**src/rtl/game_pkg.sv**
```systemverilog
// game_pkg: shared state encoding, colour type and LED layout for game_sequencer.
package game_pkg;
    typedef enum logic [2:0] {ST_START, ST_PLAY, ST_RESPAWN, ST_WIN, ST_OVER} state_t;
    typedef logic [11:0] rgb_t;
    localparam int LED_W         = 10;
    localparam int LED_LIVES_OFF = 0;
    function automatic int led_level_off(input int num_lives);
        return LED_LIVES_OFF + num_lives;
    endfunction
endpackage

```
**src/rtl/game_sequencer_button_edge.sv**
```systemverilog
// button_edge: one-cycle pulse on the 1->0 edge of an active-low button.
module button_edge (
    input  logic i_clk,
    input  logic i_rst_n,
    input  logic i_btn_n,
    output logic o_press
);
    logic r_prev;
    always_ff @(posedge i_clk) r_prev <= !i_rst_n ? 1'b1 : i_btn_n;
    assign o_press = r_prev & ~i_btn_n;
endmodule

```
**src/rtl/game_sequencer.sv**
```systemverilog
// game_sequencer: top-level game flow (start, respawn, play, win, game over),
// routing player controls and colour to the active level.
module game_sequencer
    import game_pkg::*;
#(
    parameter int NUM_LEVELS     = 3,
    parameter int NUM_LIVES      = 3,
    parameter int RESPAWN_CYCLES = 16
) (
    input  logic                    vga_clock,
    input  logic                    reset,
    input  logic                    left_switch,
    input  logic                    right_switch,
    input  logic                    jump_button,
    input  logic                    start_button,
    input  logic [NUM_LEVELS-1:0]   level_win,
    input  logic [NUM_LEVELS-1:0]   level_lose,
    input  logic [11:0]             start_rgb,
    input  logic [11:0]             win_rgb,
    input  logic [11:0]             over_rgb,
    input  logic [12*NUM_LEVELS-1:0] level_rgb,
    output logic [NUM_LEVELS-1:0]   level_reset_n,
    output logic [NUM_LEVELS-1:0]   level_left,
    output logic [NUM_LEVELS-1:0]   level_right,
    output logic [NUM_LEVELS-1:0]   level_jump,
    output logic [3:0]              vga_red,
    output logic [3:0]              vga_green,
    output logic [3:0]              vga_blue,
    output logic [2:0]              current_level,
    output logic [2:0]              lives,
    output logic [LED_W-1:0]        leds
);
    localparam int CW      = $clog2(RESPAWN_CYCLES + 1);
    localparam int LVL_OFF = led_level_off(NUM_LIVES);

    state_t                r_state, w_state;
    logic [2:0]            r_level, w_level, r_lives, w_lives;
    logic [CW-1:0]         r_cnt, w_cnt;
    rgb_t                  r_rgb, w_rgb;
    logic [NUM_LEVELS-1:0] r_rst_n, w_rst_n, w_oh, w_next_oh;
    logic [7:0]            w_win_all, w_lose_all;
    logic [LED_W-1:0]      w_therm;
    logic                  w_press, w_win, w_lose, w_show_lvl;
    rgb_t                  w_lvl_rgb [8];

    button_edge u_start (
        .i_clk   (vga_clock),
        .i_rst_n (reset),
        .i_btn_n (start_button),
        .o_press (w_press)
    );

    for (genvar i = 0; i < 8; i++) begin : g_rgb
        if (i < NUM_LEVELS) begin : g_lvl
            assign w_lvl_rgb[i] = level_rgb[12*i +: 12];
        end else begin : g_pad
            assign w_lvl_rgb[i] = '0;
        end
    end

    // Only the active level's flags are ever looked at.
    assign w_win_all  = 8'(level_win);
    assign w_lose_all = 8'(level_lose);
    assign w_win      = w_win_all[r_level];
    assign w_lose     = w_lose_all[r_level];
    assign w_oh       = NUM_LEVELS'(1) << r_level;
    assign w_next_oh  = NUM_LEVELS'(1) << w_level;

    always_comb begin
        w_state = r_state;
        w_level = r_level;
        w_lives = r_lives;
        w_cnt   = r_cnt;
        case (r_state)
            ST_START: if (w_press) begin
                w_state = ST_RESPAWN;
                w_level = '0;
                w_lives = 3'(NUM_LIVES);
                w_cnt   = CW'(RESPAWN_CYCLES);
            end
            ST_RESPAWN: begin
                w_cnt   = r_cnt - 1'b1;
                w_state = r_cnt == CW'(1) ? ST_PLAY : ST_RESPAWN;
            end
            ST_PLAY: if (w_win) begin
                if (r_level == 3'(NUM_LEVELS - 1)) w_state = ST_WIN;
                else begin
                    w_level = r_level + 3'd1;
                    w_cnt   = CW'(RESPAWN_CYCLES);
                    w_state = ST_RESPAWN;
                end
            end else if (w_lose) begin
                w_lives = r_lives - 3'd1;
                w_cnt   = CW'(RESPAWN_CYCLES);
                w_state = r_lives == 3'd1 ? ST_OVER : ST_RESPAWN;
            end
            default: if (w_press) begin
                w_state = ST_START;
                w_level = '0;
                w_lives = 3'(NUM_LIVES);
            end
        endcase
    end

    // Level reset is registered from the next state so it lines up with r_state.
    assign w_rst_n = w_state == ST_RESPAWN ? ~w_next_oh : '1;
    assign w_rgb   = r_state == ST_START ? start_rgb :
                     r_state == ST_WIN   ? win_rgb   :
                     r_state == ST_OVER  ? over_rgb  : w_lvl_rgb[r_level];

    always_ff @(posedge vga_clock) begin
        if (!reset) begin
            r_state <= ST_START;
            r_level <= '0;
            r_lives <= 3'(NUM_LIVES);
            r_cnt   <= '0;
            r_rgb   <= '0;
            r_rst_n <= '0;
        end else begin
            r_state <= w_state;
            r_level <= w_level;
            r_lives <= w_lives;
            r_cnt   <= w_cnt;
            r_rgb   <= w_rgb;
            r_rst_n <= w_rst_n;
        end
    end

    assign w_show_lvl    = r_state == ST_PLAY || r_state == ST_RESPAWN;
    assign w_therm       = (LED_W'(1) << r_lives) - LED_W'(1);
    assign leds          = w_therm | (w_show_lvl ? LED_W'(w_oh) << LVL_OFF : '0);
    assign level_left    = r_state == ST_PLAY && left_switch  ? w_oh : '0;
    assign level_right   = r_state == ST_PLAY && right_switch ? w_oh : '0;
    assign level_jump    = r_state == ST_PLAY && jump_button  ? w_oh : '0;
    assign level_reset_n = r_rst_n;
    assign current_level = r_level;
    assign lives         = r_lives;
    assign {vga_red, vga_green, vga_blue} = r_rgb;
endmodule

```
**config.mk**
```make
export PLATFORM = sky130hd
export DESIGN_NAME = game_sequencer
export DESIGN_NICKNAME = d
export VERILOG_FILES = /design/src/rtl/game_pkg.sv /design/src/rtl/game_sequencer_button_edge.sv /design/src/rtl/game_sequencer.sv
export SDC_FILE = /design/constraint.sdc
export NUM_CORES = 1
export LEC_CHECK = 0
export BUFFER_PORTS_ARGS = -buffer_cell sky130_fd_sc_hd__buf_2
export CAP_MARGIN = 15
export CORE_AREA = 2 2 73 75
export CTS_BUF_LIST = sky130_fd_sc_hd__clkbuf_16
export CTS_CLUSTER_DIAMETER = 200
export CTS_CLUSTER_SIZE = 25
export DETAILED_ROUTE_END_ITERATION = 10
export DIE_AREA = 0 0 75 77
export PLACE_DENSITY = 0.95
export SYNTH_ARGS = -nofsm -noshare
export SYNTH_HDL_FRONTEND = slang
export SYNTH_SLANG_ARGS = --single-unit
```
**constraint.sdc**
```tcl
create_clock -name vga_clock -period 4.6 [get_ports vga_clock]
set_input_delay 0.92 -clock vga_clock [delete_from_list [all_inputs] [get_ports vga_clock]]
set_output_delay 0.92 -clock vga_clock [all_outputs]
set_load 0.03 [all_outputs]
```
### Yosys cells after proc, flatten, opt, wreduce, memory -nomap -nowiden

Index checks and enable logic that the tools add are counted.

| storage, ports and cells | value |
|---|---|
| flip-flop bits (word level) | 30 |
| input port bits | 84 |
| output and inout bits | 40 |
| logic and storage cells | 80 |

| cells by class | value |
|---|---|
| add/subtract/negate cells | 4 |
| magnitude comparators | 2 |
| eq/ne operators | 13 |
| shift operators | 3 |
| multiplexer cells | 36 |
| bitwise gates (word level) | 6 |
| reductions and logical operators | 9 |

Operators by type and width:

| operator | count |
|---|---|
| $mux W12 | 5 |
| $mux W3 | 15 |
| $bmux W12 S3 | 1 |
| $mux W5 | 4 |
| $pmux W5 S3 | 1 |
| $eq A3 B2 Y1 const B | 4 |
| $pmux W3 S2 | 2 |
| $or A10 B6 Y10 | 1 |
| $shl A1 B3 Y10 const A | 1 |
| $sub A10 B2 Y10 const B | 1 |
| $pmux W3 S3 | 1 |
| $reduce_and A4 Y1 | 2 |
| $bmux W1 S3 | 2 |
| $eq A3 B1 Y1 const B | 2 |
| $mux W6 | 1 |
| $ne A3 B3 Y1 const B | 2 |
| $shl A1 B3 Y3 const A | 2 |
| $eq A5 B1 Y1 const B | 1 |
| $sub A5 B1 Y5 const B | 1 |
| $ge A4 B4 Y1 const B | 1 |
| $lt A3 B4 Y1 const B | 1 |
| $ne A2 B2 Y1 const B | 2 |
| $not A3 Y4 | 1 |
| $add A3 B1 Y3 const B | 1 |
| 13 further kinds | 18 |

### Longest topological paths before layout

Gate-level depths: netlist (run 1).

| logic depth | value |
|---|---|
| depth after elaboration | 7 |
| gate-level depth with buffers | 9 |

### Hierarchy

A second synthesis (run 1) with hierarchy kept.

| unflattened totals | value |
|---|---|
| cells, all modules | 317 |
| area, all modules | 2357.3 µm² |

Modules (own cells, without submodules):

| module | times used | cells each | area an instance (µm²) | seq. area each (µm²) |
|---|---|---|---|---|
| game_sequencer | 1 | 314 | 2324.7 | 580.6 |
| button_edge | 1 | 3 | 32.5 | 20.0 |

### Least setup slack after synthesis (run 1)

Ideal clock, no wire load.

| path | value |
|---|---|
| path kind | flip-flop to output port |
| start point | reg r_lives[0] (netlist: lives[0]) |
| end point | out leds[7] |
| data arrival time | 2626 ps |
| path slack | 1054 ps |
| cell stages (with the launch flop) | 6 |
| path buffers | 1 |
| cell sequence | dfxtp_1 inv_1 ha_1 clkbuf_1 nor4_1 o21bai_1 |

| on the way | value |
|---|---|
| cells in the longest elaborated chain, start to end | 3 |

RTL lines:

| item | RTL line | text |
|---|---|---|
| start: declaration | game_sequencer.sv:37 | `logic [2:0] r_level, w_level, r_lives, w_lives;` |
| start signal: assignment | game_sequencer.sv:115 | `r_lives <= 3'(NUM_LIVES);` |
| start signal: assignment | game_sequencer.sv:122 | `r_lives <= w_lives;` |
| $shl A1 B3 Y10 | game_sequencer.sv:130 | `assign w_therm = (LED_W'(1) << r_lives) - LED_W'(1);` |
| $sub A10 B2 Y10 | game_sequencer.sv:130 |  |
| $or A10 B6 Y10 | game_sequencer.sv:131 | `assign leds = w_therm \| (w_show_lvl ? LED_W'(w_oh) << LVL_OFF : '0);` |
| end: declaration | game_sequencer.sv:31 | `output logic [LED_W-1:0] leds` |

No other way between the ends.

### Final worst setup path (run 1)

| path | value |
|---|---|
| start point | reg r_state[1] |
| end point | out level_jump[2] |

| on the way | value |
|---|---|
| cells in the longest elaborated chain, start to end | 3 |

RTL lines:

| item | RTL line | text |
|---|---|---|
| start: declaration | game_sequencer.sv:36 | `state_t r_state, w_state;` |
| start signal: assignment | game_sequencer.sv:120 | `r_state <= w_state;` |
| $eq A3 B1 Y1 | game_sequencer.sv:134 | `assign level_jump = r_state == ST_PLAY && jump_button ? w_oh : '0;` |
| $logic_and A1 B1 Y1 | game_sequencer.sv:134 |  |
| $mux W3 | game_sequencer.sv:134 |  |
| end: declaration | game_sequencer.sv:25 | `output logic [NUM_LEVELS-1:0] level_jump,` |

No other way between the ends.

==> summary.md, run 1 <==
| Metric | Value |
|---|---|
| Crit share post-route | approximately 67% |
| Critical path arrival | roughly 2.1 ns |
| CTS Hold Bufs | 0 |
| # setup viols final | 0 |
| Actual slew at the worst max-slew pin | around 0.87 ns |
| Overflow after GRT | 0 |
| Max Cap Viol | 0 |
| Power, Total | approximately 0.84 mW |
| Via count | between 2000 and 3000 |
| IO buf count | between 100 and 150 |
| # nets final | between 500 and 600 |
| Crit end category | output port |
| Crit Path Class | flip-flop to output port |
| Cell breakdown of the critical path | nor4b_2 > and3_1 > buf_2 |
| Top Ports | ~120 |
| Final Hold Viols | 0 |
| Number of synthesized flops with an enable pin | 0 |
| Slowest Stage Delay on Critical Path | 0.86 ns |
| Gp weighted congestion | 0.898 |
| Main synth FF type | dfxtp_1 |
| Die Area | approximately 0.0058 mm² |
| Register area share after synthesis | 25.3% |
| Die H | 77 µm |
| Highest clock rate | ~330 MHz |
| Max clock buf depth | 2 |
| Clock skew | ~0.0069 ns |
| GRT Util Overall | 24.2% |
| Pin count of the biggest net entering global routing | 36 |
| Crit path max fanout | 22 |
| DR iter-0 viols | between 150 and 200 |
| Synth Net Count | between 400 and 500 |
| CP max stage cell | nor4b_2 |
| Area grow syn2layout | 32.1% |
| Status | finished, final reports clean |
| CTS resizes | 0 |
| Synth unique cells | 53 |
| Setup bufs post-CTS | 0 |
| Number of synthesized register bits | 30 |
| WL/cell | between 10 and 15 µm |
| CTS Buf Count | 5 |
| Setup TNS Final | 0 ns |
| DRT Pass-1 Iters | 4 |
| CP Data Required Time | about 3.7 ns |
| Die width | ~75 µm |
| Max-slew headroom | approximately 42% |
| Antenna viol nets, final | 0 |
| R2R setup slack | 1.90 ns |
| Clk slew on worst S/H paths | approximately 0.05 ns |
| Max Slew Vio Count | 0 |
| CTS tree | built |
| Initial core utilization | 47.7% |
| CTS root buffer | clkbuf_16 |
| Synth async-reset ratio | 0% |
| ANT cells | 0 |
| Synth warn | 0 |
| First-pass GRT wire length | ~11 mm |
| Drt via density | between 5 and 6 |
| Routed WL | 7.17 mm |
| Drt drc | 0 |
| Half-perimeter wire length after placement | roughly 5.5 mm |
| Initial antenna violation count | 0 |
| Hold crit path type | flip-flop to flip-flop |
| Row count | 26 |
| Post-Syn Area | between 0.002 and 0.0025 mm² |
| Setup repair after global routing missed its margin | no |
| Number of global-route vias before repair | roughly 2500 |
| H-tree lvl count | 2 |
| Worst-Skew Late Latency | roughly 0.28 ns |
| Peak VDD IR | ~220 µV |
| PD cells | roughly 270 mW/mm² |
| Layout cells sized above 1 | 36.5% |
| Syn Area/Cell | 7.76 µm² |
| Cell count after synthesis | approximately 300 |
| Fillers | between 400 and 500 |
| Core Region | between 0.004 and 0.005 mm² |
| Clock tree sinks | 30 |
| Crit start category | flip-flop |
| Tmin final | approximately 3.1 ns |
| Leak | ~1.6 nW |
==> stage by stage <==
step | hold slack [ns] | utilization [%] | cell area (µm²) | std cells | setup slack [ns]
final | 0.520 | 63.0 | 3140 | 486 | 1.54
after global placement | 0.498 | 60.1 | 2990 | 478 | 1.91
after CTS | 0.512 | 63.0 | 3140 | 486 | 1.58
after floorplan | 0.479 | - | 2370 | 306 | 1.05
after global routing | 0.546 | 63.0 | 3140 | 486 | 1.37
after detailed placement | 0.501 | 60.1 | 2990 | 478 | 1.87
==> cells in the final DEF (no fill, tap or decap), drive strengths merged, types with 7 or more instances in the layout <==
master,synthesis,routed
nand2,44,44
ha,12,12
a21o,13,13
buf,10,125
dfxtp,30,30
mux2i,15,15
nor2,25,25
nand2b,7,7
o21ai,9,9
and3,10,10
a21oi,31,31
a221oi,12,12
mux2,13,13
inv,9,9
==> worst max-delay path: cells and delay by family, from the launching register on <==
family	cells	cell delay (ns)
buffers and inverters	1	0.19
AND/OR/NAND/NOR	2	1.11
flip-flops	1	0.56
==> final cells by class <==
class | instances | area, µm² | area share (%)
clock inverters | 3 | 21.3 | 0.678
repair buffers | 125 | 631 | 20.1
well taps | 70 | 87.6 | 2.79
clock buffers | 5 | 125 | 3.99
inverters | 9 | 33.8 | 1.08
flip-flops and latches | 30 | 601 | 19.2
multi-input cells | 244 | 1640 | 52.2
==> registers in the layout (all words and copies together) (netlist names) <==
name and count:
u_start.r_prev 1, lives 3, r_state 3, level_reset_n 3, current_level 3, r_cnt 5, r_rgb 12
==> kinds of logic after synthesis <==
group,Yosys count,synth area share (%)
xor gates and xnor gates,8,2.95
and+or+nand+nor,112,23.2
muxes,28,12.7
adders and majority gates,12,6.33
DFF,30,25.3
buffers and inverters,32,5.75
AOI/OAI and AO/OA,84,23.8
==> where the power goes <==
group	switching (mW)	total, mW	internal, mW
logic	0.131	0.226	0.0951
clock network	0.122	0.322	0.200
registers	0.0132	0.291	0.278
total	0.267	0.840	0.573
==> synthesized netlist by cell type (2+ instances only) <==
master     instances  share of area (%)
nand2_1           44                7.0
clkbuf_1          13                2.1
nand3_1            2               0.42
nand2b_1           7                1.8
o21ai_0            5                1.1
buf_2              7                1.5
a21o_1            13                4.1
nor3_1             5                1.1
ha_1              12                6.3
o21ai_1            3               0.63
a31oi_1            2               0.53
xnor2_1            5                1.8
buf_1              2               0.32
mux2_2            12                5.7
or4_1              2               0.63
dfxtp_1           30                 25
a21oi_1           31                6.5
and3_1            10                2.6
o2bb2ai_1          2               0.74
mux2i_1           14                5.9
nor2_1            25                4.0
xor2_1             3                1.1
a221oi_1          12                4.4
and2_1             3               0.79
inv_1              9                1.4
nor2b_1            4                1.1
a32oi_1            2               0.74
a221o_1            2               0.84
==> per-layer routing <==
metal	share of wire, %	GRT usage, %
met1	40	29.3
met2	50	41.1
met3	7.4	3.68
met4	2.6	10.4
met5	0	0
==> path summary, 6_finish.rpt <==
path,startpoint,to,cells past startpoint
worst max-delay path,r_state[1]$_SDFF_PN0_,level_jump[2],3
worst min register to register,r_cnt[2]$_SDFFE_PN0P_,r_cnt[2]$_SDFFE_PN0P_,2
worst max register to register,r_state[1]$_SDFF_PN0_,level_reset_n[2]$_SDFF_PN0_,6
worst min-delay path,r_cnt[2]$_SDFFE_PN0P_,r_cnt[2]$_SDFFE_PN0P_,2
Power figures use the tool's default switching activity.
==> run 2, diff against run 1 <==
--- a/config.mk
+++ b/config.mk
@@ -7,13 +7,13 @@
 export LEC_CHECK = 0
 export BUFFER_PORTS_ARGS = -buffer_cell sky130_fd_sc_hd__buf_2
 export CAP_MARGIN = 15
-export CORE_AREA = 2 2 73 75
+export CORE_AREA = 2 2 75 77
 export CTS_BUF_LIST = sky130_fd_sc_hd__clkbuf_16
 export CTS_CLUSTER_DIAMETER = 200
 export CTS_CLUSTER_SIZE = 25
 export DETAILED_ROUTE_END_ITERATION = 10
-export DIE_AREA = 0 0 75 77
-export PLACE_DENSITY = 0.95
+export DIE_AREA = 0 0 77 79
+export PLACE_DENSITY = 0.91
 export SYNTH_ARGS = -nofsm -noshare
 export SYNTH_HDL_FRONTEND = slang
 export SYNTH_SLANG_ARGS = --single-unit
==> constraint.sdc (replaced) <==
create_clock -name vga_clock -period 3.1 [get_ports vga_clock]
set_input_delay 0.62 -clock vga_clock [delete_from_list [all_inputs] [get_ports vga_clock]]
set_output_delay 0.62 -clock vga_clock [all_outputs]
set_load 0.03 [all_outputs]
==> run 2 against run 1 <==
Global-route usage fell by 2.3 points. Via count about the same. Cell area is 0.40% higher. Power up 46%. Critical path type unchanged. Sequential power rose by 49%. Flip-flop and latch count is the same. Clock-buffer cell count unchanged. Non-clock buffer count increased by 2. Worst hold slack better by 0.013 ns. Highest routed layer unchanged. Cell count is 0.62% higher.
==> summary.md, run 2 (same netlist as run 1, synthesis figures left out) <==
| Metric | Value |
|---|---|
| Status | finished, final reports clean (unchanged) |
| Setup bufs post-CTS | 0 (unchanged) |
| Die width | 77 µm (was 75 µm) |
| Antenna viol nets, final | 0 (unchanged) |
| Most frequent cells in the layout | buf_2, nand2_1, a21oi_1 (unchanged) |
| Setup TNS Final | 0 ns (unchanged) |
| Layout cells sized above 1 | 36.9% (was 36.5%) |
| PD cells | 390 mW/mm² (was 268 mW/mm²) |
| Max Cap Viol | 0 (unchanged) |
| Die Area | 0.00608 mm² (was 0.00578 mm²) |
| Setup repair after global routing missed its margin | no (unchanged) |
| CTS resizes | 0 (unchanged) |
| CTS Buf Count | 5 (unchanged) |
| Worst hold slack | 0.533 ns (was 0.520 ns) |
| Top Ports | 124 (unchanged) |
| Initial antenna violation count | 0 (unchanged) |
| Critical path arrival | 2.15 ns (was 2.14 ns) |
| Most flops, register | r_rgb (unchanged) |
| Fin util | 59.0% (was 63.0%) |
| Leak | 1.61 nW (was 1.60 nW) |
| Worst reg2reg endpoint | level_reset_n[2]$_SDFF_PN0_ (unchanged) |
| Clock tree sinks | 30 (unchanged) |
| Crit Path Class | flip-flop to output port (unchanged) |
| Crit path max fanout | 22 (unchanged) |
| CTS Hold Bufs | 0 (unchanged) |
| Max reg flops | 12 (unchanged) |
| Crit start category | flip-flop (unchanged) |
| Drt via density | 5.51 (was 5.54) |
| Drt drc | 0 (unchanged) |
| Peak VDD IR | 317 µV (was 223 µV) |
| Area grow syn2layout | 32.6% (was 32.1%) |
| Hold crit path type | flip-flop to flip-flop (unchanged) |
| Power, Total | 1.23 mW (was 0.840 mW) |
| Actual slew at the worst max-slew pin | 0.866 ns (was 0.869 ns) |
| Overflow after GRT | 0 (unchanged) |
| # setup viols final | 0 (unchanged) |
| Final setup margin | 0.329 ns (was 1.54 ns) |
| Clock skew | 0.00719 ns (was 0.00694 ns) |
| Routed WL | 7.13 mm (was 7.17 mm) |
| Top Registers | r_rgb: 12 flops, r_cnt: 5 flops (unchanged) |
| Worst-Skew Late Latency | 0.28 ns (about the same) |
| CTS root buffer | clkbuf_16 (unchanged) |
| R2R setup slack | 0.56 ns (was 1.90 ns) |
| Critical Path Start | r_state[1]$_SDFF_PN0_ (unchanged) |
| H-tree lvl count | 2 (unchanged) |
| Die H | 79 µm (was 77 µm) |
| DR iter-0 viols | 142 (was 193) |
| Pin count of the biggest net entering global routing | 34 (was 36) |
| Core Region | 0.00534 mm² (was 0.00498 mm²) |
| R2R depth | 6 (unchanged) |
| CTS tree | built (unchanged) |
| Initial core utilization | 44.5% (was 47.7%) |
| Tmin final | between 2 and 3 ns |
| Pre-CTS worst setup slack | 0.586 ns (was 1.87 ns) |
| Row count | 27 (was 26) |
| CP Data Required Time | 2.48 ns (was 3.68 ns) |
| Clk slew on worst S/H paths | 0.05 ns (about the same) |
| Max Slew Vio Count | 0 (unchanged) |
| Crit share post-route | between 80% and 90% |
| First-pass GRT wire length | 10.8 mm (was 11.0 mm) |
| Gp weighted congestion | 0.900 (was 0.898) |
| WL/cell | 14.6 µm (was 14.8 µm) |
| Half-perimeter wire length after placement | 5.52 mm (was 5.48 mm) |
| Worst R2R Start | current_level[1]$_SDFF_PN0_ (was r_state[1]$_SDFF_PN0_) |
| GRT Util Overall | 21.9% (was 24.2%) |
| # nets final | 513 (was 511) |
| Max-slew headroom | 42.1% (about the same) |
| Via count | 2695 (was 2694) |
| Max clock buf depth | 2 (unchanged) |
| IO buf count | 123 (unchanged) |
| Fillers | 505 (was 435) |
| ANT cells | 0 (unchanged) |
| Commonest non-fill, non-tap cell in the layout | buf_2 (unchanged) |
| Final Hold Viols | 0 (unchanged) |
| Highest clock rate | 361 MHz |
| Crit end category | output port (unchanged) |
| Critical Path End | level_left[0] (was level_jump[2]) |
| Number of global-route vias before repair | 2453 (was 2479) |
| DRT Pass-1 Iters | 4 (unchanged) |
## run 2: final cells by class
type	count	area, µm²	share of cell area [%]
Clock buffer	5	125	3.97
Clock inverter	2	10.0	0.318
Inverter	9	33.8	1.07
Multi-Input combinational cell	244	1640	52.2
Sequential cell	30	601	19.1
Tap cell	72	90.1	2.86
Timing Repair Buffer	127	646	20.5
## run 2: worst max-delay path, stage by stage, from the launching register on
cell and delay, ns:
dfxtp_1 0.55, nor4b_2 0.88, and3_1 0.25, buf_2 0.19
## run 2: per-layer routing
layer	global-route usage (%)	up-vias	part of all wire (%)
met2	38.2	107	49
li1	-	1317	-
met4	9.29	0	2.5
met5	0	-	0
met3	3.64	19	5.6
met1	26.9	1252	43
## run 2: metrics by stage
| step | instance area, µm² | std cells |
|---|---|---|
| after floorplan | 2380 | 306 |
| after global placement | 3010 | 482 |
| after detailed placement | 3010 | 482 |
| after CTS | 3150 | 489 |
| after global routing | 3150 | 489 |
| final | 3150 | 489 |
## run 2: worst min path at each step
stage | from | endpoint | slack (ns) | cells past startpoint
2_1_floorplan | r_cnt[2]$_SDFFE_PN0P_ | r_cnt[2]$_SDFFE_PN0P_ | 0.48 | 2
3_3_place_gp | r_cnt[4]$_SDFFE_PN0P_ | r_cnt[4]$_SDFFE_PN0P_ | 0.50 | 1
3_5_place_dp | r_cnt[4]$_SDFFE_PN0P_ | r_cnt[4]$_SDFFE_PN0P_ | 0.52 | 1
4_1_cts | r_cnt[4]$_SDFFE_PN0P_ | r_cnt[4]$_SDFFE_PN0P_ | 0.53 | 1
5_1_grt | start_button | u_start.r_prev$_SDFF_PN1_ | 0.55 | 2
6_report | r_cnt[4]$_SDFFE_PN0P_ | r_cnt[4]$_SDFFE_PN0P_ | 0.53 | 1
## run 2: power by group
group	total (mW)	switching [mW]	leakage (nW)	internal, mW
Sequential	0.433	0.0202	0.248	0.413
Combinational	0.340	0.196	1.30	0.143
Clock	0.454	0.166	0.0694	0.289
